## config.mk

```make
export PLATFORM = sky130hd
export DESIGN_NAME = alu_req_arbiter
export DESIGN_NICKNAME = d
export VERILOG_FILES = /design/src/rtl/alu_arb_pkg.sv /design/src/rtl/alu_req_arbiter_rr_grant.sv /design/src/rtl/alu_req_arbiter.sv
export SDC_FILE = /design/constraint.sdc
export NUM_CORES = 1
export LEC_CHECK = 0
export CAP_MARGIN = 20
export CORE_MARGIN = 10
export CORE_UTILIZATION = 46
export DETAILED_ROUTE_END_ITERATION = 6
export PLACE_DENSITY = 0.88
export SYNTH_ARGS = -nofsm -noshare
export SYNTH_HDL_FRONTEND = slang
export SYNTH_SLANG_ARGS = --single-unit
```

## constraint.sdc

```tcl
create_clock -name CLK -period 9.2 [get_ports CLK]
set_input_delay 1.84 -clock CLK [delete_from_list [all_inputs] [get_ports CLK]]
set_output_delay 1.84 -clock CLK [all_outputs]
set_load 0.02 [all_outputs]
```

## src/rtl/alu_arb_pkg.sv

```systemverilog
// Shared types and helpers for the ALU request arbiter: FSM states,
// multiply command codes, latency selection and the captured response record.
package alu_arb_pkg;

  typedef enum logic [1:0] {
    IDLE  = 2'd0,
    ISSUE = 2'd1,
    WAIT  = 2'd2,
    RESP  = 2'd3
  } arb_state_t;

  localparam logic [15:0] MUL_CMD_A = 16'd9;
  localparam logic [15:0] MUL_CMD_B = 16'd10;

  // Widest result the response record can hold (supports N up to 32).
  localparam int RES_MAX_W = 33;

  typedef struct packed {
    logic [RES_MAX_W-1:0] res;
    logic                 err;
    logic                 oflow;
    logic                 cout;
    logic                 g;
    logic                 l;
    logic                 e;
  } alu_rsp_t;

  // High when the command runs on the multiplier and needs the longer latency.
  function automatic logic lat_sel(input logic mode, input logic [15:0] cmd);
    logic sel;
    sel = 1'b0;
    if (mode && ((cmd == MUL_CMD_A) || (cmd == MUL_CMD_B))) begin
      sel = 1'b1;
    end else begin
      sel = 1'b0;
    end
    return sel;
  endfunction

endpackage

```

## src/rtl/alu_req_arbiter_rr_grant.sv

```systemverilog
// Combinational round-robin picker: first asserted request at or above ptr,
// wrapping around, returned both one-hot and as an index.
module rr_grant #(
  parameter int N_REQ = 4
) (
  input  logic [N_REQ-1:0]         req,
  input  logic [$clog2(N_REQ)-1:0] ptr,
  output logic [N_REQ-1:0]         gnt,
  output logic [$clog2(N_REQ)-1:0] idx,
  output logic                     found
);

  localparam int IDX_W = $clog2(N_REQ);

  // Scan from ptr upward with wrap; the first hit wins.
  always_comb begin
    logic [IDX_W-1:0] pos_s;
    gnt   = '0;
    idx   = '0;
    found = 1'b0;
    pos_s = '0;
    for (int k = 0; k < N_REQ; k++) begin
      pos_s = IDX_W'((int'(ptr) + k) % N_REQ);
      if (!found && req[pos_s]) begin
        found      = 1'b1;
        gnt[pos_s] = 1'b1;
        idx        = pos_s;
      end else begin
        found = found;
      end
    end
  end

endmodule

```

## src/rtl/alu_req_arbiter.sv

```systemverilog
// Shares one ALU among N_REQ requesters: round-robin grant, one-cycle CE issue,
// latency-timed result capture and an ID-tagged valid/ready response.
module alu_req_arbiter
  import alu_arb_pkg::*;
#(
  parameter int N       = 8,
  parameter int M       = 4,
  parameter int N_REQ   = 4,
  parameter int ALU_LAT = 1,
  parameter int MUL_LAT = 2
) (
  input  logic                     CLK,
  input  logic                     RST,
  input  logic [N_REQ-1:0]         REQ_VALID,
  output logic [N_REQ-1:0]         REQ_READY,
  input  logic [N_REQ*N-1:0]       REQ_OPA,
  input  logic [N_REQ*N-1:0]       REQ_OPB,
  input  logic [N_REQ*M-1:0]       REQ_CMD,
  input  logic [N_REQ-1:0]         REQ_MODE,
  input  logic [N_REQ-1:0]         REQ_CIN,
  input  logic [N_REQ*2-1:0]       REQ_INP_VALID,
  output logic [N-1:0]             ALU_OPA,
  output logic [N-1:0]             ALU_OPB,
  output logic [M-1:0]             ALU_CMD,
  output logic                     ALU_MODE,
  output logic                     ALU_CIN,
  output logic                     ALU_CE,
  output logic [1:0]               ALU_INP_VALID,
  input  logic [N:0]               ALU_RES,
  input  logic                     ALU_ERR,
  input  logic                     ALU_OFLOW,
  input  logic                     ALU_COUT,
  input  logic                     ALU_G,
  input  logic                     ALU_L,
  input  logic                     ALU_E,
  output logic                     RSP_VALID,
  input  logic                     RSP_READY,
  output logic [$clog2(N_REQ)-1:0] RSP_ID,
  output logic [N:0]               RSP_RES,
  output logic                     RSP_ERR,
  output logic                     RSP_OFLOW,
  output logic                     RSP_COUT,
  output logic                     RSP_G,
  output logic                     RSP_L,
  output logic                     RSP_E,
  output logic                     BUSY
);

  localparam int IDX_W = $clog2(N_REQ);
  localparam int CNT_W = 8;

  arb_state_t       state_r;
  logic [IDX_W-1:0] ptr_r;
  logic [IDX_W-1:0] gnt_idx_r;
  logic [CNT_W-1:0] cnt_r;
  logic [N-1:0]     alu_opa_r;
  logic [N-1:0]     alu_opb_r;
  logic [M-1:0]     alu_cmd_r;
  logic             alu_mode_r;
  logic             alu_cin_r;
  logic             alu_ce_r;
  logic [1:0]       alu_iv_r;
  alu_rsp_t         rsp_r;
  logic             rsp_valid_r;
  logic             busy_r;

  logic [N_REQ-1:0] win_gnt_s;
  logic [IDX_W-1:0] win_idx_s;
  logic             win_found_s;
  logic [N_REQ-1:0] ready_s;
  logic [N-1:0]     sel_opa_s;
  logic [N-1:0]     sel_opb_s;
  logic [M-1:0]     sel_cmd_s;
  logic             sel_mode_s;
  logic             sel_cin_s;
  logic [1:0]       sel_iv_s;
  logic [IDX_W-1:0] ptr_next_s;
  logic [CNT_W-1:0] lat_load_s;

  rr_grant #(
    .N_REQ(N_REQ)
  ) u_rr (
    .req  (REQ_VALID),
    .ptr  (ptr_r),
    .gnt  (win_gnt_s),
    .idx  (win_idx_s),
    .found(win_found_s)
  );

  // Grant is only offered while idle and out of reset, so READY is 0 during reset.
  always_comb begin
    ready_s = '0;
    if ((state_r == IDLE) && RST) begin
      ready_s = win_gnt_s;
    end else begin
      ready_s = '0;
    end
  end

  // One-hot grant selects the winner's payload with an AND-OR mux.
  always_comb begin
    sel_opa_s  = '0;
    sel_opb_s  = '0;
    sel_cmd_s  = '0;
    sel_mode_s = 1'b0;
    sel_cin_s  = 1'b0;
    sel_iv_s   = 2'b00;
    for (int i = 0; i < N_REQ; i++) begin
      sel_opa_s  = sel_opa_s  | (REQ_OPA[i*N +: N] & {N{win_gnt_s[i]}});
      sel_opb_s  = sel_opb_s  | (REQ_OPB[i*N +: N] & {N{win_gnt_s[i]}});
      sel_cmd_s  = sel_cmd_s  | (REQ_CMD[i*M +: M] & {M{win_gnt_s[i]}});
      sel_mode_s = sel_mode_s | (REQ_MODE[i] & win_gnt_s[i]);
      sel_cin_s  = sel_cin_s  | (REQ_CIN[i] & win_gnt_s[i]);
      sel_iv_s   = sel_iv_s   | (REQ_INP_VALID[i*2 +: 2] & {2{win_gnt_s[i]}});
    end
  end

  // Pointer advance past the served requester and latency selection for the counter.
  always_comb begin
    ptr_next_s = '0;
    lat_load_s = '0;
    if (gnt_idx_r == IDX_W'(N_REQ - 1)) begin
      ptr_next_s = '0;
    end else begin
      ptr_next_s = gnt_idx_r + IDX_W'(1);
    end
    if (lat_sel(alu_mode_r, 16'(alu_cmd_r))) begin
      lat_load_s = CNT_W'(MUL_LAT - 1);
    end else begin
      lat_load_s = CNT_W'(ALU_LAT - 1);
    end
  end

  // Main FSM; ALU and response registers only load on their own transitions.
  always_ff @(posedge CLK or negedge RST) begin
    if (!RST) begin
      state_r     <= IDLE;
      ptr_r       <= '0;
      gnt_idx_r   <= '0;
      cnt_r       <= '0;
      alu_opa_r   <= '0;
      alu_opb_r   <= '0;
      alu_cmd_r   <= '0;
      alu_mode_r  <= 1'b0;
      alu_cin_r   <= 1'b0;
      alu_ce_r    <= 1'b0;
      alu_iv_r    <= 2'b00;
      rsp_r       <= '0;
      rsp_valid_r <= 1'b0;
      busy_r      <= 1'b0;
    end else begin
      case (state_r)
        IDLE: begin
          if (win_found_s) begin
            alu_opa_r  <= sel_opa_s;
            alu_opb_r  <= sel_opb_s;
            alu_cmd_r  <= sel_cmd_s;
            alu_mode_r <= sel_mode_s;
            alu_cin_r  <= sel_cin_s;
            alu_iv_r   <= sel_iv_s;
            gnt_idx_r  <= win_idx_s;
            alu_ce_r   <= 1'b1;
            busy_r     <= 1'b1;
            state_r    <= ISSUE;
          end else begin
            state_r <= IDLE;
          end
        end
        ISSUE: begin
          alu_ce_r <= 1'b0;
          cnt_r    <= lat_load_s;
          state_r  <= WAIT;
        end
        WAIT: begin
          if (cnt_r == CNT_W'(0)) begin
            rsp_r.res   <= RES_MAX_W'(ALU_RES);
            rsp_r.err   <= ALU_ERR;
            rsp_r.oflow <= ALU_OFLOW;
            rsp_r.cout  <= ALU_COUT;
            rsp_r.g     <= ALU_G;
            rsp_r.l     <= ALU_L;
            rsp_r.e     <= ALU_E;
            rsp_valid_r <= 1'b1;
            state_r     <= RESP;
          end else begin
            cnt_r <= cnt_r - CNT_W'(1);
          end
        end
        RESP: begin
          if (RSP_READY) begin
            rsp_valid_r <= 1'b0;
            busy_r      <= 1'b0;
            ptr_r       <= ptr_next_s;
            state_r     <= IDLE;
          end else begin
            state_r <= RESP;
          end
        end
        default: begin
          alu_ce_r    <= 1'b0;
          rsp_valid_r <= 1'b0;
          busy_r      <= 1'b0;
          state_r     <= IDLE;
        end
      endcase
    end
  end

  // Zero padding of the shared response record above the result width.
  generate
    if (N + 1 < RES_MAX_W) begin : g_res_pad
      logic unused_pad_s;
      assign unused_pad_s = ^rsp_r.res[RES_MAX_W-1:N+1];
    end
  endgenerate

  assign REQ_READY     = ready_s;
  assign ALU_OPA       = alu_opa_r;
  assign ALU_OPB       = alu_opb_r;
  assign ALU_CMD       = alu_cmd_r;
  assign ALU_MODE      = alu_mode_r;
  assign ALU_CIN       = alu_cin_r;
  assign ALU_CE        = alu_ce_r;
  assign ALU_INP_VALID = alu_iv_r;
  assign RSP_VALID     = rsp_valid_r;
  assign RSP_ID        = gnt_idx_r;
  assign RSP_RES       = rsp_r.res[N:0];
  assign RSP_ERR       = rsp_r.err;
  assign RSP_OFLOW     = rsp_r.oflow;
  assign RSP_COUT      = rsp_r.cout;
  assign RSP_G         = rsp_r.g;
  assign RSP_L         = rsp_r.l;
  assign RSP_E         = rsp_r.e;
  assign BUSY          = busy_r;

endmodule
```

# [Word level (Yosys, flattened, before mapping)]
# Index checks and enable logic that the tools add are counted.
[classes] n_bitwise=45 eq_ne=10 n_div=0 addsub=5 order_cmp=8 mux=44 shifts=0 reduce_logical=26 n_mul=0
[ops] operator="$and 8x8->8" count=8
[ops] operator="$or 8x8->8" count=6
[ops] operator="$or 4x4->4" count=6
[ops] operator="$mux 4" count=5
[ops] operator="$mux 1" count=18
[ops] operator="$and 4x4->4" count=4
[ops] operator="$pmux 8 s2" count=1
[ops] operator="$mux 2" count=7
[ops] operator="$lt 2x3->1 const B" count=4
[ops] operator="$reduce_and 2->1" count=5
[ops] operator="$logic_and 1x1->1" count=9
[ops] operator="$and 1x1->1" count=8
[ops] operator="$and 2x2->2" count=4
[ops] operator="$bmux 1 s2" count=4
[ops] operator="$demux 1 s2" count=4
[ops] operator="$eq 4x4->1 const B" count=2
[ops] operator="$ge 2x1->1 const B" count=4
[ops] operator="$logic_not 8->1" count=1
[ops] operator="$mux 8" count=1
[ops] operator="$pmux 2 s4" count=1
[ops] operator="$reduce_bool 2->1" count=4
[ops] operator="$sub 8x1->8 const B" count=1
[ops] operator="$eq 2x2->1 const B" count=3
[ops] operator="$ne 2x2->1 const B" count=3
[ops] operator="11 further kinds" count=25
[totals] latch_bits=0 register_bits=56 mem_bits_ro=0 memories=0 output_inout_bits=48 ramBits=0

# [Depth between registers and ports, before layout]
[depth] depth_word=16 mapped_depth=11 depth_no_buf=8

# [Cells and area by module]
# A second synthesis with hierarchy kept.
[hier_totals] hier_cells=314 area_unflattened_um2=3268.1
[by_module_without_submodules] module="alu_req_arbiter" cells_each=269 area_per_inst_um2=2849.0 n_inst=1
[by_module_without_submodules] module="rr_grant" cells_each=45 area_per_inst_um2=419.2 n_inst=1

# [Worst setup path before layout]
# Ideal clock, no wire load.
[synth_timing] path_kind="input to output" from="in REQ_VALID[0]" to="out REQ_READY[3]" cell_stages=8 setup_slack_ns=3.607 t_arrival_ns=3.753 path_cell_list="buf_2 mux2_2 mux2i_1 a31oi_1 o22ai_1 a221o_1 buf_2 nor2b_1"
[synth_between] elab_chain_len=13
[synth_lines] element="start, declared" line_no="alu_req_arbiter.sv:14" text="input logic [N_REQ-1:0] REQ_VALID,"
[synth_lines] element="$bmux 1 s2" line_no="alu_req_arbiter_rr_grant.sv:24" text="if (!found && req[pos_s]) begin"
[synth_lines] element="$mux 1 (implied by the code)" line_no="alu_req_arbiter_rr_grant.sv:24"
[synth_lines] element="$mux 1" line_no="alu_req_arbiter_rr_grant.sv:24"
[synth_lines] element="$logic_not 1->1" line_no="alu_req_arbiter_rr_grant.sv:24"
[synth_lines] element="$logic_and 1x1->1" line_no="alu_req_arbiter_rr_grant.sv:24"
[synth_lines] element="$mux 1" line_no="alu_req_arbiter_rr_grant.sv:24"
[synth_lines] element="$logic_not 1->1" line_no="alu_req_arbiter_rr_grant.sv:24"
[synth_lines] element="$logic_and 1x1->1" line_no="alu_req_arbiter_rr_grant.sv:24"
[synth_lines] element="$mux 1" line_no="alu_req_arbiter_rr_grant.sv:24"
[synth_lines] element="$logic_not 1->1" line_no="alu_req_arbiter_rr_grant.sv:24"
[synth_lines] element="$logic_and 1x1->1" line_no="alu_req_arbiter_rr_grant.sv:24"
[synth_lines] element="$mux 4 (*)" line_no="alu_req_arbiter_rr_grant.sv:24"
[synth_lines] element="$mux 4 (*)" line_no="alu_req_arbiter.sv:93" text="if ((state_r == IDLE) && RST) begin"
[synth_lines] element="end, declared" line_no="alu_req_arbiter.sv:15" text="output logic [N_REQ-1:0] REQ_READY,"
# Mark *: on every way between the ends. The rest lies on a longest branch, timed or not. The select of a mux whose other input is x is not followed.

# [Final worst setup path]
[layout_timing] from="in REQ_VALID[2]" to="out REQ_READY[3]"
# The elaborated chain is that of the path after synthesis.

==> summary.md <==
| Metric | Value |
|---|---|
| Result of the run | finished clean |
| Total I/O pin count | 166 |
| Endpoint, Worst Hold | RSP_VALID |
| Total negative slack | 0 ns |
| Type of element launching the critical path | input port |
| Slew at the pin with the worst max-slew slack | 1.04 ns |
| Mean instance size in the synthesized netlist | about 9.6 um^2 |
| Setup skew after layout | 0.0103 ns |
| Final total power | between 1.5 and 2 mW |
| Setup repair after global routing missed its margin | no |
| Cell at the root of the clock tree | sky130_fd_sc_hd__clkbuf_8 |
| Post-route fraction of the period consumed by the critical path | 78.0% |
| Cell area reported after detailed placement | around 5400 um^2 |
| CP max FO | 25 |
| Pins over their slew limit | 0 |
| Clock transition at the register clock pins on the worst setup and hold paths after CTS | 0.11 ns |
| First drt pass iteration count | 5 |
| Routed wire per std cell | 20.4 um |
| Clk Latency, worst-skew pair | 0.32 ns |
| Count of standard-cell rows | 32 |
| Floorplan die height | 110 um |
| Number of global-route vias before repair | between 3,000 and 4,000 |
| Count of routing violations after the opening detailed-route iteration | 270 |
| Clock period minus final worst setup slack | 7.18 ns |
| Synthesized instance count | 390 |
| Total DRC errors in the routed layout | 0 |
| Async set or reset register ratio after synthesis | 100% |
| Number of antenna violations at the first check in global routing | 0 |
| Critical R2R Capture | ALU_OPA[5] |
| Yosys warning total | 0 |
| Number of clock sinks | 56 |
| Total of hold buffers inserted after clock tree synthesis | 0 |
| Fillers | roughly 600 |
| Max-slew headroom | 30.7% |
| Largest buffer count on any clock path | 2 |
| Power per Cell Area | 342 nW/um^2 |
| Number of H-tree branching levels | 2 |
| Synth top area cells | sky130_fd_sc_hd__dfrtp_1 (37%), sky130_fd_sc_hd__a311o_1 (6.4%), sky130_fd_sc_hd__and3_1 (4.7%) |
| Post-route ant nets | 0 |
| Data required time of the critical path | approximately 7.4 ns |
| Final hold violations | 0 |
| Post-route worst hold slack | 0.495 ns |
| Effective utilization at floorplan | 47.8% |
| Type of element capturing the critical path | primary output |
| Library cell with the largest summed area after synthesis | sky130_fd_sc_hd__dfrtp_1 |
| Net count after synthesis | 516 |
| Wire length of the first global-routing pass | 20,100 um |
| Overall track demand over capacity in global routing | around a fifth |
| # Max-Cap Violations | 0 |
| Leak | 2.25 nW |
| Net total in the final layout | 663 |
| Area share of the leading cell type in the synthesized netlist | 37.3% |
| Total core area | just under 8000 um^2 |
| Max Clock Freq | around 0.14 GHz |
| Chip width | 110 um |
| Total CTS buffers | 5 |
| CTS tree | done |
| IR Drop Worst-Case VDD | 0.188 mV |
| Reg2Reg Depth | 8 |
| Layout overhead on the synthesized area | 46.8% |
| Fraction of layout cells with a size suffix above 1 | a little under 9% |
| Worst slack at placement | 2.04 ns |
| Vias per cell | 5.85 |
| Synth cell types | 62 |
| Most common library cell in the layout ignoring fill and taps | sky130_fd_sc_hd__clkdlybuf4s50_1 |
| Routed WL | 13,100 um |
| Die footprint | 12,200 um^2 |
| Synth Register Bits | 56 |
| Hold path startpoint | RSP_VALID |
| Hold-critical path depth | 2 |
| Number of synthesized flops with an enable pin | 0 |
| Worst reg-to-reg setup slack | a little under 5 ns |
| Mapped Area | between 3000 and 4000 um^2 |
| Overflow after GRT | 0 |
| Commonest cells after routing, fill and taps aside | sky130_fd_sc_hd__clkdlybuf4s50_1 (164), sky130_fd_sc_hd__dfrtp_1 (56), sky130_fd_sc_hd__nand2_1 (45), sky130_fd_sc_hd__o21ai_0 (29) |
| FF-to-FF Start | ptr_r[0] |
| Via Count | 3,746 |
| Most used flip-flop cell after synthesis | sky130_fd_sc_hd__dfrtp_1 |
| Resize count post-CTS | 0 |
| Number of setup violations in the final report | 0 |
| Pin count of the biggest net entering global routing | 58 |
| HPWL after detailed placement | 10000 um |
| IO Port Bufs | 165 |
| Crit path kind | in -> out |
| Arrival time reported for the critical path endpoint | between 5 and 6 ns |
| Area of all placed cells without fillers | approximately 5500 um^2 |
| Path category of the worst min-delay check | reg -> reg |
| GP Congestion | just over 1 |
| Seq/Total Area, Yosys | 37.3% |
| Total inserted antenna cells | 0 |
| Post-CTS setup repair buffer count | 0 |
| Worst Setup Slack, final | 2.02 ns |
[cells in the mapped netlist (all sizes together), types with 4 or more instances]
library cell and count:
clkbuf 12, nand2 45, a21oi 6, ha 8
mux2 21, nor2 14, nand3b 4, buf 17
o31ai 4, dfrtp 56, a311o 24, o21ai 29
and3 28, inv 6, nand2b 28, o22ai 27
mux2i 8
[critical path, stage by stage]
cell                              delay [ns]
sky130_fd_sc_hd__clkdlybuf4s50_1        0.63
sky130_fd_sc_hd__mux2_2                 0.41
sky130_fd_sc_hd__mux2i_1                0.47
sky130_fd_sc_hd__a31oi_1                0.16
sky130_fd_sc_hd__o22ai_1                0.18
sky130_fd_sc_hd__a221o_1                0.82
sky130_fd_sc_hd__nor2b_1                0.22
sky130_fd_sc_hd__clkdlybuf4s50_1        0.61
[how the worst max path moves through the flow]
stage                       startpoint            to  slack, ns
final                     REQ_VALID[2]  REQ_READY[3]       2.02
after global routing      REQ_VALID[2]  REQ_READY[3]       1.90
after global placement    REQ_VALID[2]  REQ_READY[3]       2.09
after CTS                 REQ_VALID[2]  REQ_READY[3]       2.03
after detailed placement  REQ_VALID[2]  REQ_READY[3]       2.04
after floorplan           REQ_VALID[0]  REQ_READY[3]       3.61
[metrics by stage]
stage	instances	util, %
after floorplan	390	-
after global placement	631	68.6
after detailed placement	632	69.0
after CTS	640	70.2
after global routing	640	70.2
final	640	70.2
[power breakdown]
part	leakage, nW	switching [mW]	internal, mW
sequential	0.647	0.104	0.371
clock	0.0511	0.0927	0.0578
combinational	1.55	0.655	0.607
total	2.25	0.852	1.04
[sequential cells by signal, summed over array words and instances (netlist names), 2 cells and up]
signal / cells
ALU_CMD: 4
cnt_r: 8
ALU_OPB: 8
ptr_r: 2
ALU_OPA: 8
RSP_RES: 9
RSP_ID: 2
state_r: 2
ALU_INP_VALID: 2
[kinds of logic (layout without fill, tap and decap cells)]
kind of cell,count (synthesis),in the layout,share of synthesized area (%)
DFF,56,56,37.3
and+or+nand+nor,143,143,20.7
AOI/OAI and AO/OA,116,116,23.4
buffers and inverters,35,183,5.10
adders and majority gates,8,8,2.67
muxes,30,30,10.3
xor gates and xnor gates,2,2,0.467
[layout make-up]
cell class	instances	area, um^2	area share [%]
multi-input combinational	299	2160	39.3
inverter	6	22.5	0.409
clock buffer	5	68.8	1.25
sequential	56	1400	25.4
clock inverter	3	28.8	0.522
timing repair buffer	169	1700	30.8
tap	102	128	2.32
[metal layers]
metal	track usage (%)	up-vias	wire [um]
li1	-	1758	-
met1	24.0	1789	4930
met2	35.4	175	6800
met3	6.44	24	1060
met4	6.51	0	282
met5	0	-	0
Note: power is estimated with default switching activity, not from simulation.
